$ cat config.mk
export PLATFORM = sky130hd
export DESIGN_NAME = shift_rows_pipe
export DESIGN_NICKNAME = d
export VERILOG_FILES = /design/src/rtl/shift_rows_pipe.sv
export SDC_FILE = /design/constraint.sdc
export NUM_CORES = 1
export LEC_CHECK = 0
export ABC_AREA = 1
export ABC_CLOCK_PERIOD_IN_PS = 3500
export BUFFER_PORTS_ARGS = -buffer_cell sky130_fd_sc_hd__buf_2
export CAP_MARGIN = 20
export CORE_ASPECT_RATIO = 0.6
export CORE_UTILIZATION = 30
export DETAILED_ROUTE_END_ITERATION = 10
export PLACE_DENSITY_LB_ADDON = 0.25
export SLEW_MARGIN = 20
export SYNTH_ARGS = -nofsm -noshare
export SYNTH_HDL_FRONTEND = slang
export SYNTH_SLANG_ARGS = --single-unit
$ cat constraint.sdc
create_clock -name clk -period 3.5 [get_ports clk]
set_input_delay 0.525 -clock clk [delete_from_list [all_inputs] [get_ports clk]]
set_output_delay 0.525 -clock clk [all_outputs]
set_load 0.05 [all_outputs]
$ cat src/rtl/shift_rows_pipe.sv
// Registered ShiftRows / InvShiftRows stage for a Rijndael datapath (NB = 4/6/8 columns).
// The transform is applied at capture into a 2-entry FIFO, whose head drives the outputs.
module shift_rows_pipe #(
  parameter int NB    = 4,
  parameter int TAG_W = 4
) (
  input  logic                clk,
  input  logic                rst_n,
  input  logic                in_valid,
  output logic                in_ready,
  input  logic                in_inv,
  input  logic [32*NB-1:0]    in_data,
  input  logic [TAG_W-1:0]    in_tag,
  output logic                out_valid,
  input  logic                out_ready,
  output logic [32*NB-1:0]    out_data,
  output logic [TAG_W-1:0]    out_tag
);

  localparam int W = 32 * NB;

  if (!(NB == 4 || NB == 6 || NB == 8)) begin : g_bad_nb
    $error("shift_rows_pipe: NB must be 4, 6 or 8");
  end
  if (TAG_W < 1) begin : g_bad_tag
    $error("shift_rows_pipe: TAG_W must be at least 1");
  end

  // Rijndael row offsets: rows 2 and 3 shift one further for the 256-bit block.
  function automatic int row_shift(input int r);
    if (NB == 8 && r >= 2) begin
      return r + 1;
    end else begin
      return r;
    end
  endfunction

  function automatic logic [W-1:0] shift_rows(input logic [W-1:0] d, input logic inv);
    logic [W-1:0] o;
    int           src;
    o = '0;
    for (int r = 0; r < 4; r++) begin
      for (int c = 0; c < NB; c++) begin
        if (inv) begin
          src = (c - row_shift(r) + NB) % NB;
        end else begin
          src = (c + row_shift(r)) % NB;
        end
        o[W-1-8*(4*c+r) -: 8] = d[W-1-8*(4*src+r) -: 8];
      end
    end
    return o;
  endfunction

  logic [1:0]       count;
  logic [W-1:0]     data0;
  logic [W-1:0]     data1;
  logic [TAG_W-1:0] tag0;
  logic [TAG_W-1:0] tag1;
  logic [W-1:0]     cap_data;
  logic             push;
  logic             pop;

  // Handshake qualification and the capture-side transform.
  always_comb begin
    cap_data = shift_rows(in_data, in_inv);
    push     = in_valid && in_ready;
    pop      = out_valid && out_ready;
  end

  assign in_ready  = (count != 2'd2);
  assign out_valid = (count != 2'd0);
  assign out_data  = data0;
  assign out_tag   = tag0;

  // FIFO storage and occupancy; entry 0 is always the head.
  always_ff @(posedge clk or negedge rst_n) begin
    if (!rst_n) begin
      count <= 2'd0;
      data0 <= '0;
      data1 <= '0;
      tag0  <= '0;
      tag1  <= '0;
    end else begin
      case ({push, pop})
        2'b10: begin
          if (count == 2'd0) begin
            data0 <= cap_data;
            tag0  <= in_tag;
          end else begin
            data1 <= cap_data;
            tag1  <= in_tag;
          end
          count <= count + 2'd1;
        end
        2'b01: begin
          data0 <= data1;
          tag0  <= tag1;
          count <= count - 2'd1;
        end
        2'b11: begin
          // With one entry the new state replaces the head directly.
          if (count == 2'd1) begin
            data0 <= cap_data;
            tag0  <= in_tag;
          end else begin
            data0 <= data1;
            tag0  <= tag1;
            data1 <= cap_data;
            tag1  <= in_tag;
          end
        end
        default: begin
          count <= count;
        end
      endcase
    end
  end

endmodule

==> results_dict.tcl, run 1 <==
set metrics [dict create \
    outcome "complete, no violations" \
    layout_commonest_cell "nand2_1" \
    finalClockSkew_ns 0.0130 \
    final_layout_size_suffix_gt1_frac 0.175 \
    track_usage 0.194 \
    grt_pass1_vias 12000 \
    ys.warnings.count 0 \
    crit_path_top_delay_cell "nand2_4" \
    crit_buf_inv 2 \
    post_cts_buffers 0 \
    ant_nets 0 \
    cts_root_buffer "clkbuf_16" \
    grt-ovfl-total 0 \
    p_per_area_nw_per_um2 1010 \
    die_w_um 272 \
    vias 12400 \
    ys_ff_latch 266 \
    fillers 4543 \
    drt_iter0_drc 1069 \
    fin_setup_tns_ns 0 \
    grt_max_degree 133 \
    coreArea_sq_um 42500 \
    period_minus_slack_ns 2.60 \
    avgRoutedWirePerCell_um 16.3 \
    dpl_cell_area_sq_um 15100 \
    num_io_pins 271 \
    nets 2189 \
    yosys.area_share.simple 0.391 \
    die_area_sq_um 44600 \
    die_h_um 164 \
    p_seq_frac 0.321 \
    htree_levels 1 \
    synth.avg_cell_area_sq_um 7.13 \
    p_int_mw 8.21 \
    critical_path_class "reg -> reg" \
    total_power_mw 16.2 \
    cts_tree "done" \
    design_area_sq_um 16100 \
    path_max_fanout 50 \
    syn-num-nets 1984 \
    max_stage_delay_ns 0.47 \
    net-switching-power_mw 8.03 \
    clk_path_buf_depth 3 \
    startpoint_type "flip-flop" \
    crit_family "simple AND/OR/NAND/NOR gates" \
    dp_hpwl_um 27400 \
    fmax_ghz 0.384 \
    fin_crit_sh 0.744 \
    drc 0 \
    path_common_cell "nand2_1" \
    cts-resized-gates 0 \
    synthToLayoutAreaGrowth_pct 22.5 \
    layout_common_cells "1008 x nand2_1, 268 x buf_2, 266 x dfrtp_1" \
    p_leak_nw 9.36 \
    end_kind "flip-flop" \
    holdWs_ns 0.204 \
    synth_area_sq_um 13100 \
    cts.reportedPaths.clkPinSlew_ns 0.06 \
    clkLatencyLatePin_ns 0.56 \
    syn_inst 1840 \
    initial_core_util 0.309 \
    synthXorXnorAreaFrac 0.00133 \
    ys_seq_area_frac 0.507 \
    power_frac_clock 0.196 \
    cp.required_ns 3.99 \
    final_max_slew_viol_count 0 \
    cts_buffers 30 \
    clock_sinks 266 \
    num_rows 58 \
    synthAdderAreaFrac 0.00667 \
    path_cells "inv_1 -> ha_1 -> nor2_4 -> ha_1 -> nand2_1 -> o21a_4 -> nand2_4 -> buf_12 -> nand2_1 -> nand2_1" \
    antenna_found_initial 6 \
    dr.pass1.iters 5 \
    io_buffers 270 \
    rsz0062_at_grt "no" \
    p_comb_frac 0.483 \
    gp_congestion 0.798 \
    vias_per_cell 4.68 \
    worst-endpoint-arrival_ns 3.09 \
    max-cap-violations 0 \
    worst-slew-pin-transition_ns 0.729 \
    hold_path_class "in -> reg" \
    ys_types 18 \
    relSlewSlack 0.514 \
    grt_pass1_wl_um 68300 \
    switching_share 0.494 \
    finalSetupViolations 0 \
    ir_drop_mv 0.730 \
    synth_compound_gate_area_share 0.0257 \
    synthMuxAreaShare 0 \
    synth_top_family_by_area "simple AND/OR/NAND/NOR gates" \
    hold_viol 0 \
    routed_wl_um 43000 \
]
## flip-flops by register name, indices dropped and copies added, names as in the netlist
signal / flops
data1: 128
out_data: 128
out_tag: 4
tag1: 4
count: 2
## routing by layer
layer | routed length [um] | vias to the layer above | track usage | part of all wire
met5 | 22 | - | 0 | 0.00051
met4 | 935 | 4 | 0.0437 | 0.022
met3 | 2430 | 58 | 0.0395 | 0.057
met2 | 19300 | 280 | 0.314 | 0.45
met1 | 20400 | 5914 | 0.266 | 0.47
li1 | - | 6110 | - | -
## worst paths after layout
kind / endpoint / from / slack (ns) / depth (start not counted)
worst min-delay path: data1[29] / in_data[29] / 0.20 / 3
max in group asynchronous: data1[93] / rst_n / 1.98 / 3
worst max-delay path: data1[1] / count[0] / 0.90 / 10
worst max register to register: data1[1] / count[0] / 0.90 / 10
worst min register to register: data1[122] / data1[122] / 0.47 / 2
min in group asynchronous: tag1[0] / rst_n / 0.55 / 2
## final cells by class
class | instances | area, sq um | share of cell area
Sequential cell | 266 | 6660 | 0.414
Multi-Input combinational cell | 1358 | 5630 | 0.350
Timing Repair Buffer | 297 | 1730 | 0.108
Clock buffer | 41 | 903 | 0.0562
Tap cell | 570 | 713 | 0.0443
Inverter | 92 | 348 | 0.0216
Clock inverter | 12 | 87.6 | 0.00545
Antenna cell | 4 | 10.0 | 0.000622
## power groups by stage
stage	sequential (mW)	clock [mW]	combinational [mW]
global placement	5.22	0	7.86
detailed placement	5.25	0	7.97
global route	5.39	3.43	8.65
finish	5.21	3.19	7.84
CTS	5.22	3.30	7.98
floorplan	7.35	0	3.44
## logic make-up after synthesis
| kind of cell | after synthesis |
|---|---|
| and+or+nand+nor | 1282 |
| DFF | 266 |
| buffers and inverters | 216 |
| AOI/OAI and AO/OA | 67 |
| adders and majority gates | 7 |
| xor gates and xnor gates | 2 |
## timing repair
action                     in CTS  in global routing
setup endpoints to repair       0                  0
hold buffers                    1                  0
hold endpoints to repair       27                  0
## synthesized netlist by cell type
cell type / number / share of area
clkbuf_1: 58 / 0.017
nor2_1: 17 / 0.0049
buf_1: 8 / 0.0023
nand3_1: 250 / 0.095
nand2_1: 1012 / 0.29
o21ai_0: 65 / 0.025
ha_1: 7 / 0.0067
nor2_2: 1 / 0.00048
o21a_1: 1 / 0.00057
inv_1: 89 / 0.025
nand2_2: 1 / 0.00048
xnor2_1: 2 / 0.0013
buf_4: 4 / 0.0023
or2_2: 1 / 0.00048
dfrtp_1: 266 / 0.51
o21ai_1: 1 / 0.00038
buf_2: 54 / 0.021
inv_2: 3 / 0.00086
## worst register-to-register path, cell delays in order, from the launching register on
cell and delay [ns]:
dfrtp_1 0.40, inv_1 0.08, ha_1 0.30, nor2_4 0.19, ha_1 0.28, nand2_1 0.12
o21a_4 0.16, nand2_4 0.48, buf_12 0.34, nand2_1 0.12, nand2_1 0.07
## per-stage QoR
stage | cells | utilization | worst slack [ns]
2_1_floorplan | 1840 | - | 1.04
4_1_cts | 2636 | 0.378 | 0.881
3_5_place_dp | 2582 | 0.354 | 0.901
3_3_place_gp | 2582 | 0.354 | 1.02
6_report | 2640 | 0.378 | 0.896
5_1_grt | 2637 | 0.378 | 0.653
No activity file was read; power rests on OpenSTA's default activity.
==> run 2, diff against run 1 <==
ABC_CLOCK_PERIOD_IN_PS = 2450   (was 3500)
clock period = 2.45 ns   (was 3.5 ns; I/O delays follow)
==> run 2 against run 1 <==
Compared with the run above: global-route usage hardly changed; utilization is 0.41 points higher; first-iteration DRC count is 7.7% lower; clock power is 41% higher; largest cell class unchanged; largest power group unchanged.
==> results_dict.tcl, run 2 (synthesis results as in run 1) <==
set metrics [dict create \
    cts_tree "done" \
    vias_per_cell 4.71 \
    num_io_pins 271 \
    end_kind "flip-flop" \
    fillers 4542 \
    gp_congestion 0.851 \
    drc 0 \
    finalClockSkew_ns 0.0106 \
    final_max_slew_viol_count 0 \
    outcome "complete, no violations" \
    dp_hpwl_um 28600 \
    hold_path_class "in -> reg" \
    p_per_area_nw_per_um2 1440 \
    critical_path_class "reg -> reg" \
    finalNonFillerCells 2648 \
    clk_path_buf_depth 3 \
    hold_viol 0 \
    nets 2199 \
    avgRoutedWirePerCell_um 16.3 \
    routed_wl_um 43100 \
    ir_drop_mv 0.600 \
    max-cap-violations 0 \
    grt-ovfl-total 0 \
    setup_slack_ns 0.209 \
    ant_nets 0 \
    fmax_ghz 0.446 \
    grt_pass1_wl_um 68000 \
    dp.cells 2593 \
    period_minus_slack_ns 2.24 \
    worst-endpoint-arrival_ns 2.73 \
    cts_buffers 29 \
    cts_root_buffer "clkbuf_16" \
    fin_setup_tns_ns 0 \
    final_layout_size_suffix_gt1_frac 0.177 \
    clkLatencyLatePin_ns 0.56 \
    worst-slew-pin-transition_ns 0.630 \
    antenna_found_initial 7 \
    synthToLayoutAreaGrowth_pct 23.9 \
    layout_commonest_cell "nand2_1" \
    die_area_sq_um 44600 \
    drt_iter0_drc 987 \
    p_leak_nw 9.42 \
    io_buffers 270 \
    clock_sinks 266 \
    grt_pass1_vias 12000 \
    path_max_fanout 60 \
    die_w_um 272 \
    cts.reportedPaths.clkPinSlew_ns 0.07 \
    post_cts_buffers 0 \
    grt_max_degree 116 \
    vias 12500 \
    relSlewSlack 0.580 \
    fin_crit_sh 0.915 \
    startpoint_type "flip-flop" \
    track_usage 0.194 \
    dr.pass1.iters 5 \
    htree_levels 1 \
    coreArea_sq_um 42500 \
    initial_core_util 0.309 \
    num_rows 58 \
    place_ws_ns 0.232 \
    layout_common_cells "1008 x nand2_1, 268 x buf_2, 266 x dfrtp_1" \
    die_h_um 164 \
    cp.required_ns 2.94 \
    rsz0062_at_grt "no" \
    finalSetupViolations 0 \
]
## run 2: cell types whose count changed in the layout (fill, tap and decap cells not counted)
| cell | before | now |
|---|---|---|
| buf_12 | 13 | 23 |
| buf_4 | 14 | 15 |
| clkinv_2 | 10 | 4 |
| clkbuf_8 | 9 | 8 |
| bufinv_16 | 1 | 2 |
| clkbuf_16 | 31 | 29 |
| clkinvlp_4 | 1 | 4 |
| clkbuf_1 | 1 | 3 |
## run 2: worst max-delay path, cell delays in order, from the launching register on
cell and delay, ns:
dfrtp_1 0.41, inv_1 0.08, ha_1 0.30, nor2_4 0.21, ha_1 0.27, nand2_1 0.12, o21a_4 0.18, nand2_4 0.11
buf_12 0.24, nand2_1 0.09, nand2_1 0.07
## run 2: final timing paths
| path | start | end | slack (ns) | cells after the start |
|---|---|---|---|---|
| min | in_data[31] | data1[31] | 0.05 | 3 |
| max in group asynchronous | rst_n | out_data[32] | 1.27 | 3 |
| max | count[0] | data1[61] | 0.21 | 10 |
| min reg2reg | data1[64] | data1[64] | 0.47 | 2 |
| max reg2reg | count[0] | data1[61] | 0.21 | 10 |
| min in group asynchronous | rst_n | out_data[3] | 0.37 | 2 |
## run 2: where the power goes
part           switching (mW)  total, mW  internal [mW]
combinational            8.57       11.5           2.90
sequential               1.03       7.42           6.39
clock                    1.90       4.50           2.61
## run 2: per-stage QoR
stage / area (sq um) / total power, mW / hold slack (ns) / utilization
floorplan: 13100 / 15.4 / 0.0719 / -
global placement: 15300 / 18.9 / 0.376 / 0.359
detailed placement: 15300 / 19.1 / 0.375 / 0.359
CTS: 16200 / 23.7 / 0.0204 / 0.382
global route: 16300 / 25.1 / 0.0311 / 0.382
finish: 16300 / 23.4 / 0.0504 / 0.382
## run 2: layout make-up
type,instances,area (sq um),area share
Tap cell,570,713,0.0439
Clock buffer,40,847,0.0521
Timing Repair Buffer,308,1940,0.119
Inverter,92,348,0.0214
Multi-Input combinational cell,1358,5630,0.347
Clock inverter,10,110,0.00677
Sequential cell,266,6660,0.409
Antenna cell,4,10.0,0.000616
## run 2: per-layer routing
metal	routed length [um]	vias to the layer above	global-route usage
met5	27	-	0
met2	19200	334	0.309
met1	20300	5961	0.271
met3	2490	59	0.0364
li1	-	6122	-
met4	1100	4	0.0513
## run 2: timing repair
item	CTS	global route
gates resized for setup	0	0
hold buffers	1	0
hold endpoints to repair	54	0
==> run 3, diff against run 2 <==
MAX_ROUTING_LAYER = met4   (was not set)
==> run 3 against run 2 <==
Compared with the run above: combinational power is essentially flat; total power is essentially flat; clock power is essentially flat; first-iteration DRC count shrank 11%.
==> results_dict.tcl, run 3 (synthesis results as in run 1) <==
set metrics [dict create \
    cts_root_buffer "clkbuf_16" \
    setup_slack_ns 0.206 \
    layout_commonest_cell "nand2_1" \
    dp_hpwl_um 28600 \
    dp.cells 2593 \
    num_io_pins 271 \
    critical_path_class "reg -> reg" \
    cts.reportedPaths.clkPinSlew_ns 0.07 \
    fillers 4542 \
    fmax_ghz 0.446 \
    total_power_mw 23.4 \
    ir_drop_mv 0.600 \
    coreArea_sq_um 42500 \
    p_leak_nw 9.42 \
    drc 0 \
    dr.pass1.iters 5 \
    hold_viol 0 \
    vias 12500 \
    cts_tree "done" \
    worst-endpoint-arrival_ns 2.74 \
    clock_sinks 266 \
    end_kind "flip-flop" \
    nets 2199 \
    startpoint_type "flip-flop" \
    grt_pass1_vias 12000 \
    period_minus_slack_ns 2.24 \
    cp.required_ns 2.94 \
    outcome "complete, no violations" \
    hold_path_class "in -> reg" \
    max-cap-violations 0 \
    cts-resized-gates 0 \
    grt_pass1_wl_um 67900 \
    clk_path_buf_depth 3 \
    die_area_sq_um 44600 \
    clkLatencyLatePin_ns 0.56 \
    num_rows 58 \
    avgRoutedWirePerCell_um 16.2 \
    design_area_sq_um 16300 \
    die_w_um 272 \
    worst-slew-pin-transition_ns 0.628 \
    dpl_cell_area_sq_um 15300 \
    vias_per_cell 4.70 \
    relSlewSlack 0.581 \
    p_per_area_nw_per_um2 1440 \
    htree_levels 1 \
    place_ws_ns 0.232 \
    cts_hold_buf 1 \
    path_max_fanout 60 \
    antenna_found_initial 7 \
    grt-ovfl-total 0 \
    gp_congestion 0.864 \
    die_h_um 164 \
    finalSetupViolations 0 \
    synthToLayoutAreaGrowth_pct 23.9 \
    final_layout_size_suffix_gt1_frac 0.177 \
    ant_nets 0 \
    finalClockSkew_ns 0.0132 \
    final_max_slew_viol_count 0 \
    cts_buffers 29 \
    fin_setup_tns_ns 0 \
    fin_crit_sh 0.916 \
    drt_iter0_drc 874 \
    routed_wl_um 43000 \
    initial_core_util 0.309 \
    finalNonFillerCells 2650 \
    post_cts_buffers 0 \
    io_buffers 270 \
    layout_common_cells "1008 x nand2_1, 268 x buf_2, 266 x dfrtp_1" \
    rsz0062_at_grt "no" \
    grt_max_degree 116 \
    track_usage 0.200 \
]
==> run 3: path summary, 6_finish.rpt <==
check / startpoint / end / slack, ns / cells after the start
hold reg to reg: data1[104] / data1[104] / 0.47 / 2
min in group asynchronous: rst_n / out_data[3] / 0.37 / 2
max in group asynchronous: rst_n / out_data[32] / 1.27 / 3
hold / removal: in_data[31] / data1[31] / 0.05 / 3
setup / recovery: count[0] / data1[53] / 0.21 / 10
setup reg to reg: count[0] / data1[53] / 0.21 / 10
==> run 3: where the power goes <==
group	leakage, nW	total [mW]	switching, mW	internal [mW]
Clock	0.463	4.49	1.88	2.61
Sequential	3.35	7.42	1.03	6.39
Combinational	5.61	11.5	8.56	2.90
Total	9.42	23.4	11.5	11.9
==> run 3: routing by layer <==
layer	global-route usage	up-vias	wire (um)
met5	-	-	0
met4	0.0513	0	1030
met3	0.0348	54	2390
met2	0.309	322	19300
met1	0.271	5956	20300
li1	-	6128	-
==> run 3: worst max-delay path, cell delays in order (launching register included) <==
cell     delay [ns]
dfrtp_1        0.41
inv_1          0.08
ha_1           0.31
nor2_4         0.21
ha_1           0.27
nand2_1        0.12
o21a_4         0.19
nand2_4        0.11
buf_12         0.25
nand2_1        0.09
nand2_1        0.07
==> run 3: area by class of cell <==
class                      count  area, sq um  share of cell area
timing repair buffer         308         1940               0.119
clock inverter                10          110             0.00677
inverter                      92          348              0.0214
tap                          570          713              0.0439
clock buffer                  40          847              0.0521
sequential                   266         6660               0.409
antenna                        6         15.0            0.000923
multi-input combinational   1358         5630               0.346
==> run 3: through the flow <==
| stage | utilization | hold slack, ns |
|---|---|---|
| floorplan | - | 0.0719 |
| global placement | 0.359 | 0.376 |
| detailed placement | 0.359 | 0.375 |
| CTS | 0.382 | 0.0204 |
| global route | 0.382 | 0.0308 |
| finish | 0.382 | 0.0513 |
